[src/rtl/issue_queue.sv]
// ---------------------------------------------------------------------------
// issue_queue
//
// Out-of-order issue queue for a single functional-unit port. Renamed
// micro-ops arrive from dispatch over a valid/ready handshake and are written
// to the lowest-index free slot. Each source tracks its own ready flag, which
// is set by result-tag wakeup broadcasts. Every cycle the oldest entry whose
// sources are all ready is presented on the iss_* port. Age is kept in an
// ENTRIES x ENTRIES matrix, so slot position carries no age meaning.
//
// Optional feature: define ISSUE_QUEUE_FLUSH_EN to add the 'flush' input,
// which empties the queue at a clk_en edge.
//
// Ports:
//   clk, async_rst      clock (rising edge), asynchronous active-high reset
//   clk_en              global advance enable; all state holds when low
//   flush               (ISSUE_QUEUE_FLUSH_EN only) invalidate every entry
//   disp_*              dispatch handshake and micro-op payload
//   wake_valid/wake_tag result-tag wakeup broadcast ports
//   iss_*               selected micro-op and issue handshake
//   count, full, empty  occupancy status
// ---------------------------------------------------------------------------
module issue_queue #(
    parameter int ENTRIES         = 16,
    parameter int NUM_SRCS        = 2,
    parameter int OPCODE_WIDTH    = 7,
    parameter int PHYS_COUNT      = 128,
    parameter int PHYS_ADDR_WIDTH = $clog2(PHYS_COUNT),
    parameter int WAKEUP_PORTS    = 2,
    parameter int CNT_WIDTH       = $clog2(ENTRIES + 1)
) (
    input  logic                       clk,
    input  logic                       async_rst,
    input  logic                       clk_en,
`ifdef ISSUE_QUEUE_FLUSH_EN
    input  logic                       flush,
`endif
    input  logic                       disp_valid,
    output logic                       disp_ready,
    input  logic [OPCODE_WIDTH-1:0]    disp_opcode,
    input  logic [PHYS_ADDR_WIDTH-1:0] disp_dest_addr,
    input  logic [PHYS_ADDR_WIDTH-1:0] disp_src_addr  [NUM_SRCS],
    input  logic                       disp_src_valid [NUM_SRCS],
    input  logic                       disp_src_ready [NUM_SRCS],
    input  logic                       wake_valid     [WAKEUP_PORTS],
    input  logic [PHYS_ADDR_WIDTH-1:0] wake_tag       [WAKEUP_PORTS],
    output logic                       iss_valid,
    input  logic                       iss_ready,
    output logic [OPCODE_WIDTH-1:0]    iss_opcode,
    output logic [PHYS_ADDR_WIDTH-1:0] iss_dest_addr,
    output logic [PHYS_ADDR_WIDTH-1:0] iss_src_addr   [NUM_SRCS],
    output logic [CNT_WIDTH-1:0]       count,
    output logic                       full,
    output logic                       empty
);

    // -----------------------------------------------------------------------
    // Optional flush
    // -----------------------------------------------------------------------
    logic flush_w;
`ifdef ISSUE_QUEUE_FLUSH_EN
    assign flush_w = flush;
`else
    assign flush_w = 1'b0;
`endif

    // -----------------------------------------------------------------------
    // State
    // -----------------------------------------------------------------------
    // Control state: reset to a known value.
    logic [ENTRIES-1:0]   valid_q, valid_d;
    // older_q[i][j] = 1 means entry j is older than entry i.
    logic [ENTRIES-1:0]   older_q [ENTRIES];
    logic [ENTRIES-1:0]   older_d [ENTRIES];
    logic [CNT_WIDTH-1:0] count_q, count_d;

    // Payload state: only meaningful while the matching valid_q bit is set.
    logic [OPCODE_WIDTH-1:0]    opcode_q   [ENTRIES];
    logic [PHYS_ADDR_WIDTH-1:0] dest_q     [ENTRIES];
    logic [PHYS_ADDR_WIDTH-1:0] src_tag_q  [ENTRIES][NUM_SRCS];
    logic                       src_used_q [ENTRIES][NUM_SRCS];
    logic                       src_rdy_q  [ENTRIES][NUM_SRCS];
    logic                       src_rdy_d  [ENTRIES][NUM_SRCS];

    logic [ENTRIES-1:0] cand;
    logic [ENTRIES-1:0] grant;
    logic [ENTRIES-1:0] alloc_oh;
    logic               accept;
    logic               issue_fire;
    logic               disp_hit [NUM_SRCS];

    // -----------------------------------------------------------------------
    // Status
    // -----------------------------------------------------------------------
    assign count      = count_q;
    assign full       = (count_q == CNT_WIDTH'(ENTRIES));
    assign empty      = (count_q == '0);
    // A same-cycle issue is deliberately not credited here.
    assign disp_ready = !full && clk_en;
    assign accept     = disp_valid && disp_ready && !flush_w;

    // -----------------------------------------------------------------------
    // Select: oldest entry whose used sources are all ready
    // -----------------------------------------------------------------------
    always_comb begin
        // NOTE: every output of a combinational block gets a default first so
        // no path leaves it unassigned, which would infer a latch.
        cand  = '0;
        grant = '0;
        for (int i = 0; i < ENTRIES; i++) begin
            cand[i] = valid_q[i];
            for (int s = 0; s < NUM_SRCS; s++) begin
                if (src_used_q[i][s] && !src_rdy_q[i][s]) begin
                    cand[i] = 1'b0;
                end
            end
        end
        // An entry wins when no other candidate is older than it.
        for (int i = 0; i < ENTRIES; i++) begin
            grant[i] = cand[i] && ((cand & older_q[i]) == '0);
        end
    end

    assign iss_valid  = (|cand) && clk_en && !flush_w;
    assign issue_fire = iss_valid && iss_ready;

    // Outputs are masked to zero whenever nothing is presented.
    always_comb begin
        iss_opcode    = '0;
        iss_dest_addr = '0;
        for (int s = 0; s < NUM_SRCS; s++) begin
            iss_src_addr[s] = '0;
        end
        for (int i = 0; i < ENTRIES; i++) begin
            if (iss_valid && grant[i]) begin
                iss_opcode    |= opcode_q[i];
                iss_dest_addr |= dest_q[i];
                for (int s = 0; s < NUM_SRCS; s++) begin
                    iss_src_addr[s] |= src_tag_q[i][s];
                end
            end
        end
    end

    // -----------------------------------------------------------------------
    // Allocation: lowest-index slot free before the edge
    // -----------------------------------------------------------------------
    always_comb begin
        alloc_oh = '0;
        // Walk downward so the lowest free index is the last one written.
        for (int i = ENTRIES - 1; i >= 0; i--) begin
            if (!valid_q[i]) begin
                alloc_oh    = '0;
                alloc_oh[i] = 1'b1;
            end
        end
    end

    // -----------------------------------------------------------------------
    // Wakeup: resident sources and same-cycle bypass for dispatched sources
    // -----------------------------------------------------------------------
    always_comb begin
        for (int s = 0; s < NUM_SRCS; s++) begin
            disp_hit[s] = 1'b0;
            for (int w = 0; w < WAKEUP_PORTS; w++) begin
                if (wake_valid[w] && (wake_tag[w] == disp_src_addr[s])) begin
                    disp_hit[s] = 1'b1;
                end
            end
        end
        for (int i = 0; i < ENTRIES; i++) begin
            for (int s = 0; s < NUM_SRCS; s++) begin
                src_rdy_d[i][s] = src_rdy_q[i][s];
                for (int w = 0; w < WAKEUP_PORTS; w++) begin
                    if (wake_valid[w] && (wake_tag[w] == src_tag_q[i][s])) begin
                        src_rdy_d[i][s] = 1'b1;
                    end
                end
                if (accept && alloc_oh[i]) begin
                    src_rdy_d[i][s] = disp_src_ready[s] || disp_hit[s];
                end
            end
        end
    end

    // -----------------------------------------------------------------------
    // Next control state
    // -----------------------------------------------------------------------
    always_comb begin
        valid_d = valid_q;
        older_d = older_q;
        count_d = count_q;
        if (flush_w) begin
            valid_d = '0;
            count_d = '0;
        end else begin
            if (issue_fire) begin
                valid_d &= ~grant;
            end
            if (accept) begin
                valid_d |= alloc_oh;
                // New entry is younger than every entry valid before the edge;
                // nobody is younger than... nobody treats it as older.
                for (int i = 0; i < ENTRIES; i++) begin
                    older_d[i] = older_q[i] & ~alloc_oh;
                    if (alloc_oh[i]) begin
                        older_d[i] = valid_q;
                    end
                end
            end
            count_d = count_q + CNT_WIDTH'(accept) - CNT_WIDTH'(issue_fire);
        end
    end

    // -----------------------------------------------------------------------
    // Registers
    // -----------------------------------------------------------------------
    always_ff @(posedge clk or posedge async_rst) begin
        if (async_rst) begin
            // NOTE: sequential state uses non-blocking assignments so every
            // register samples the pre-edge values of the others.
            valid_q <= '0;
            count_q <= '0;
            for (int i = 0; i < ENTRIES; i++) begin
                older_q[i] <= '0;
            end
        end else if (clk_en) begin
            valid_q <= valid_d;
            older_q <= older_d;
            count_q <= count_d;
        end
    end

    // NOTE: the payload array has no reset; every read of it is qualified by
    // valid_q, which is reset, so clearing it would only add reset fanout.
    always_ff @(posedge clk) begin
        if (clk_en) begin
            for (int i = 0; i < ENTRIES; i++) begin
                for (int s = 0; s < NUM_SRCS; s++) begin
                    src_rdy_q[i][s] <= src_rdy_d[i][s];
                end
                if (accept && alloc_oh[i]) begin
                    opcode_q[i] <= disp_opcode;
                    dest_q[i]   <= disp_dest_addr;
                    for (int s = 0; s < NUM_SRCS; s++) begin
                        src_tag_q[i][s]  <= disp_src_addr[s];
                        src_used_q[i][s] <= disp_src_valid[s];
                    end
                end
            end
        end
    end

endmodule

[config.mk]
export PLATFORM = sky130hd
export DESIGN_NAME = issue_queue
export DESIGN_NICKNAME = d
export VERILOG_FILES = /design/src/rtl/issue_queue.sv
export SDC_FILE = /design/constraint.sdc
export NUM_CORES = 2
export LEC_CHECK = 0
export CORE_AREA = 10 10 397 283
export CTS_BUF_LIST = sky130_fd_sc_hd__clkbuf_16
export CTS_CLUSTER_DIAMETER = 100
export DETAILED_ROUTE_END_ITERATION = 10
export DIE_AREA = 0 0 407 293
export PLACE_DENSITY = 0.51
export SETUP_SLACK_MARGIN = 0.05
export SYNTH_ARGS = -nofsm -noshare
export SYNTH_HDL_FRONTEND = slang
export SYNTH_SLANG_ARGS = --single-unit
export TNS_END_PERCENT = 100
[constraint.sdc]
create_clock -name clk -period 11.5 [get_ports clk]
set_input_delay 1.725 -clock clk [delete_from_list [all_inputs] [get_ports clk]]
set_output_delay 1.725 -clock clk [all_outputs]
set_load 0.02 [all_outputs]
==> Implementation_results.wiki <==
{| class="wikitable"
! Metric !! Value
|-
| Syn nets || a little over 3000
|-
| Required @ worst endpoint || 9.78 ns
|-
| Core Rows || 100
|-
| Number of iterations in the first detailed-routing pass || 7
|-
| Final Cycle Share || 61.8%
|-
| Antenna violations before repair || 4
|-
| Maximum single-stage delay on the critical path || 0.66 ns
|-
| Most frequent cell on the critical path || buf_4
|-
| Count of flip-flops with a built-in enable after synthesis || 512
|-
| Register bit total from synthesis || 789
|-
| Final total negative setup slack || 0 ns
|-
| Clock transition at the registers of the reported paths || ~0.07 ns
|-
| Primary flip-flop cell chosen by synthesis mapping || edfxtp_1
|-
| Leading cell type by number of instances after synthesis || edfxtp_1
|-
| Net total in the final layout || 3155
|-
| Total number of yosys warnings || 0
|-
| Combined global-route utilization of all metal layers || 23.3%
|-
| Number of buffers and inverters on the critical path || 4
|-
| Number of instances in the synthesized netlist || 3034
|-
| Cells along the critical path || inv_1 > a221oi_4 > buf_4 > a22oi_1 > nand4b_1 > nor4_2 > buf_4 > a221oi_1 > and3_1 > a31oi_1 > a221o_1 > clkdlybuf4s50_1
|-
| Met2 Routed Length || 57.6 mm
|-
| Post-route clock skew || 0.0442 ns
|-
| Unique cell type count in the Yosys netlist || 73
|-
| Relative slew slack || 12.0%
|-
| Final Max Slew Viols || 0
|-
| Num CTS Buffers || 83
|-
| Outcome || completed
|-
| Cell types occupying the most area after synthesis || edfxtp_1, dfrtp_1, xnor2_1, nand2_1, a22oi_1
|-
| Die Span Y || between 200 and 300 microns
|-
| Number of buffers added on ports || a little under 90
|-
| Synthesized area divided by synthesized cell count || 12.0 sq um
|-
| Largest area contributor in the netlist || edfxtp_1
|-
| Synth top cells by count || edfxtp_1, xnor2_1, nand2_1
|-
| Slowest stage cell on the critical path || dfrtp_1
|-
| Sequential fraction of the synthesis area || 61.4%
|-
| Routed wire length || roughly 140 mm
|-
| Hold Violations, Final || 0
|-
| Number of cells upsized or downsized after cts || 0
|-
| Post-synthesis instance area || 0.0363 sq mm
|-
| Remaining design rule violation count || 0
|-
| Clk Latency, worst-skew pair || about 0.70 ns
|-
| Minimum clock period after layout || 7.10 ns
|-
| Layout cell share with drive strength beyond 1 || 9.51%
|-
| Number of global-route vias before repair || 26700
|-
| Ant. Diodes || 0
|-
| Number of maximum-capacitance violations || 0
|-
| Wire length on met1 || 63.6 mm
|-
| Worst-path maximum fanout || 29
|-
| IR Drop Worst-Case VDD || 172 uV
|-
| Worst hold-check path type || flop to flop
|-
| Maximum number of pins on one net before global-route repair || 168
|-
| Crit end category || output pin
|-
| Largest buffer count on any clock path || 3
|-
| Starting utilization of the core area || 34.5%
|-
| Cts hold-fix bufs || 0
|-
| Data arrival time at the worst-slack endpoint || around 5.4 ns
|-
| Remaining global-route overflow || 0
|-
| Number of endpoints failing setup at the final stage || 0
|-
| Length of routed met3 wiring || 18.7 mm
|-
| Layout-stage area growth over the synthesis result || 14.4%
|-
| Hold WS || around 0.48 ns
|-
| Async set-reset flop share out of synthesis || around a third
|-
| Average detailed-routed wire length per instance || 31.2 microns
|-
| Number of vias per cell || 5.95
|-
| Setup repair after global routing missed its margin || no
|-
| Uppermost signal routing layer after detailed routing || met4
|-
| Post-CTS setup buffers || 0
|-
| Transition time of the tightest slew-check pin || 1.32 ns
|-
| Cell leakage power || 15.1 nW
|-
| Number of ports placed on the die boundary || 90
|-
| CP top delay family || compound AO/OA/AOI/OAI gates
|-
| Num Clock Sinks || 789
|-
| Setup crit start kind || flop
|-
| Power density over the cells || 194 mW/mm^2
|-
| Global-route wire length before repair || 202 mm
|-
| Core region area || 0.105 sq mm
|-
| Iteration-0 DRC count of the detailed router || slightly above 4000
|-
| Worst setup path category || flop to output pin
|-
| Total Die Area || 0.119 sq mm
|-
| Root buffer selected by CTS || clkbuf_16
|-
| Fraction of synthesized cell area taken by the top area cell type || 42.3%
|-
| Die span in x || 407 microns
|-
| Top achievable clock speed || 0.141 GHz
|-
| Clock tree from TritonCTS || yes
|-
| Gpl congestion || slightly above 0.9
|-
| Detailed placer's ending HPWL || 87.0 mm
|-
| CTS H-tree depth || 3
|-
| Antenna-violating nets left || 0
|-
| Total via count after detailed routing || 27300
|}
==> placed cells by master (no fill, tap or decap), types with 15 or more instances in the layout <==
cell type | synthesis | layout
o21ai_0 | 56 | 56
clkinv_2 | 1 | 17
a22oi_1 | 152 | 152
a222oi_1 | 56 | 56
xnor2_1 | 414 | 414
nand4_1 | 133 | 133
and2_1 | 15 | 15
clkbuf_16 | 0 | 83
nand3_1 | 45 | 45
nor4_1 | 39 | 37
buf_4 | 8 | 94
nand2_1 | 382 | 382
a21oi_1 | 83 | 83
clkdlybuf4s50_1 | 0 | 72
nor3_1 | 26 | 15
a221oi_1 | 36 | 36
inv_2 | 5 | 17
edfxtp_1 | 512 | 512
nor2_1 | 229 | 227
buf_2 | 73 | 17
a22o_1 | 30 | 30
nor2b_1 | 29 | 27
inv_1 | 40 | 48
clkinv_1 | 2 | 18
dfrtp_1 | 277 | 277
xor2_1 | 66 | 66
==> worst min-delay path: cells and delay by family, from the launching register on <==
kind             cells  cell delay, ns
AND/OR/NAND/NOR      2            0.11
flip-flops           1            0.34
==> registers in the layout, indices dropped and copies added, names as in the netlist, named ones only <==
signal,count
opcode_q,112
dest_q,112
count,5
older_q,241
src_rdy_q,32
valid_q,16
src_tag_q,224
src_used_q,32
==> per-stage QoR <==
step	util, %	instances	area [sq um]	total power, mW	setup slack (ns)
floorplan	-	3034	36300	4.51	2.14
global placement	36.9	4437	38900	5.32	5.15
detailed placement	36.9	4438	38900	5.35	5.14
CTS	39.5	4593	41600	8.06	4.54
global route	39.5	4593	41600	8.34	4.34
finish	39.5	4593	41600	8.06	4.40
==> per-layer routing <==
layer	track usage (%)	vias up
met4	6.21	0
met3	7.67	226
li1	-	11200
met1	34.7	14100
met5	0	-
met2	31.9	1804
==> cell type report <==
class	instances	area, sq um
clock buffers	83	2080
inverters	48	190
flip-flops and latches	789	22300
well taps	1428	1790
repair buffers	185	1540
clock inverters	72	633
multi-input cells	1988	13000
fillers	9996	63700
==> cells by family after synthesis <==
group | after synthesis | share of synthesized area [%]
AOI/OAI and AO/OA | 527 | 10.8
and+or+nand+nor | 972 | 12.8
DFF | 789 | 61.4
buffers and inverters | 257 | 3.05
xor gates and xnor gates | 480 | 11.6
muxes | 2 | 0.0585
adders and majority gates | 7 | 0.262
==> path summary, 6_finish.rpt <==
check,start,end,slack (ns),cells past startpoint
worst max register to register,count[2],dest_q[1][11],6.50,12
min in group asynchronous,async_rst,older_q[59],1.59,2
worst min-delay path,older_q[64],older_q[64],0.48,2
worst min register to register,older_q[64],older_q[64],0.48,2
worst max-delay path,valid_q[8],iss_src_addr[6],4.40,12
max in group asynchronous,async_rst,older_q[221],8.33,3
==> where the power goes <==
group | internal (mW) | switching, mW
combinational | 0.644 | 1.20
clock | 1.49 | 1.21
sequential | 3.29 | 0.228
(Power assumes the default switching activity.)
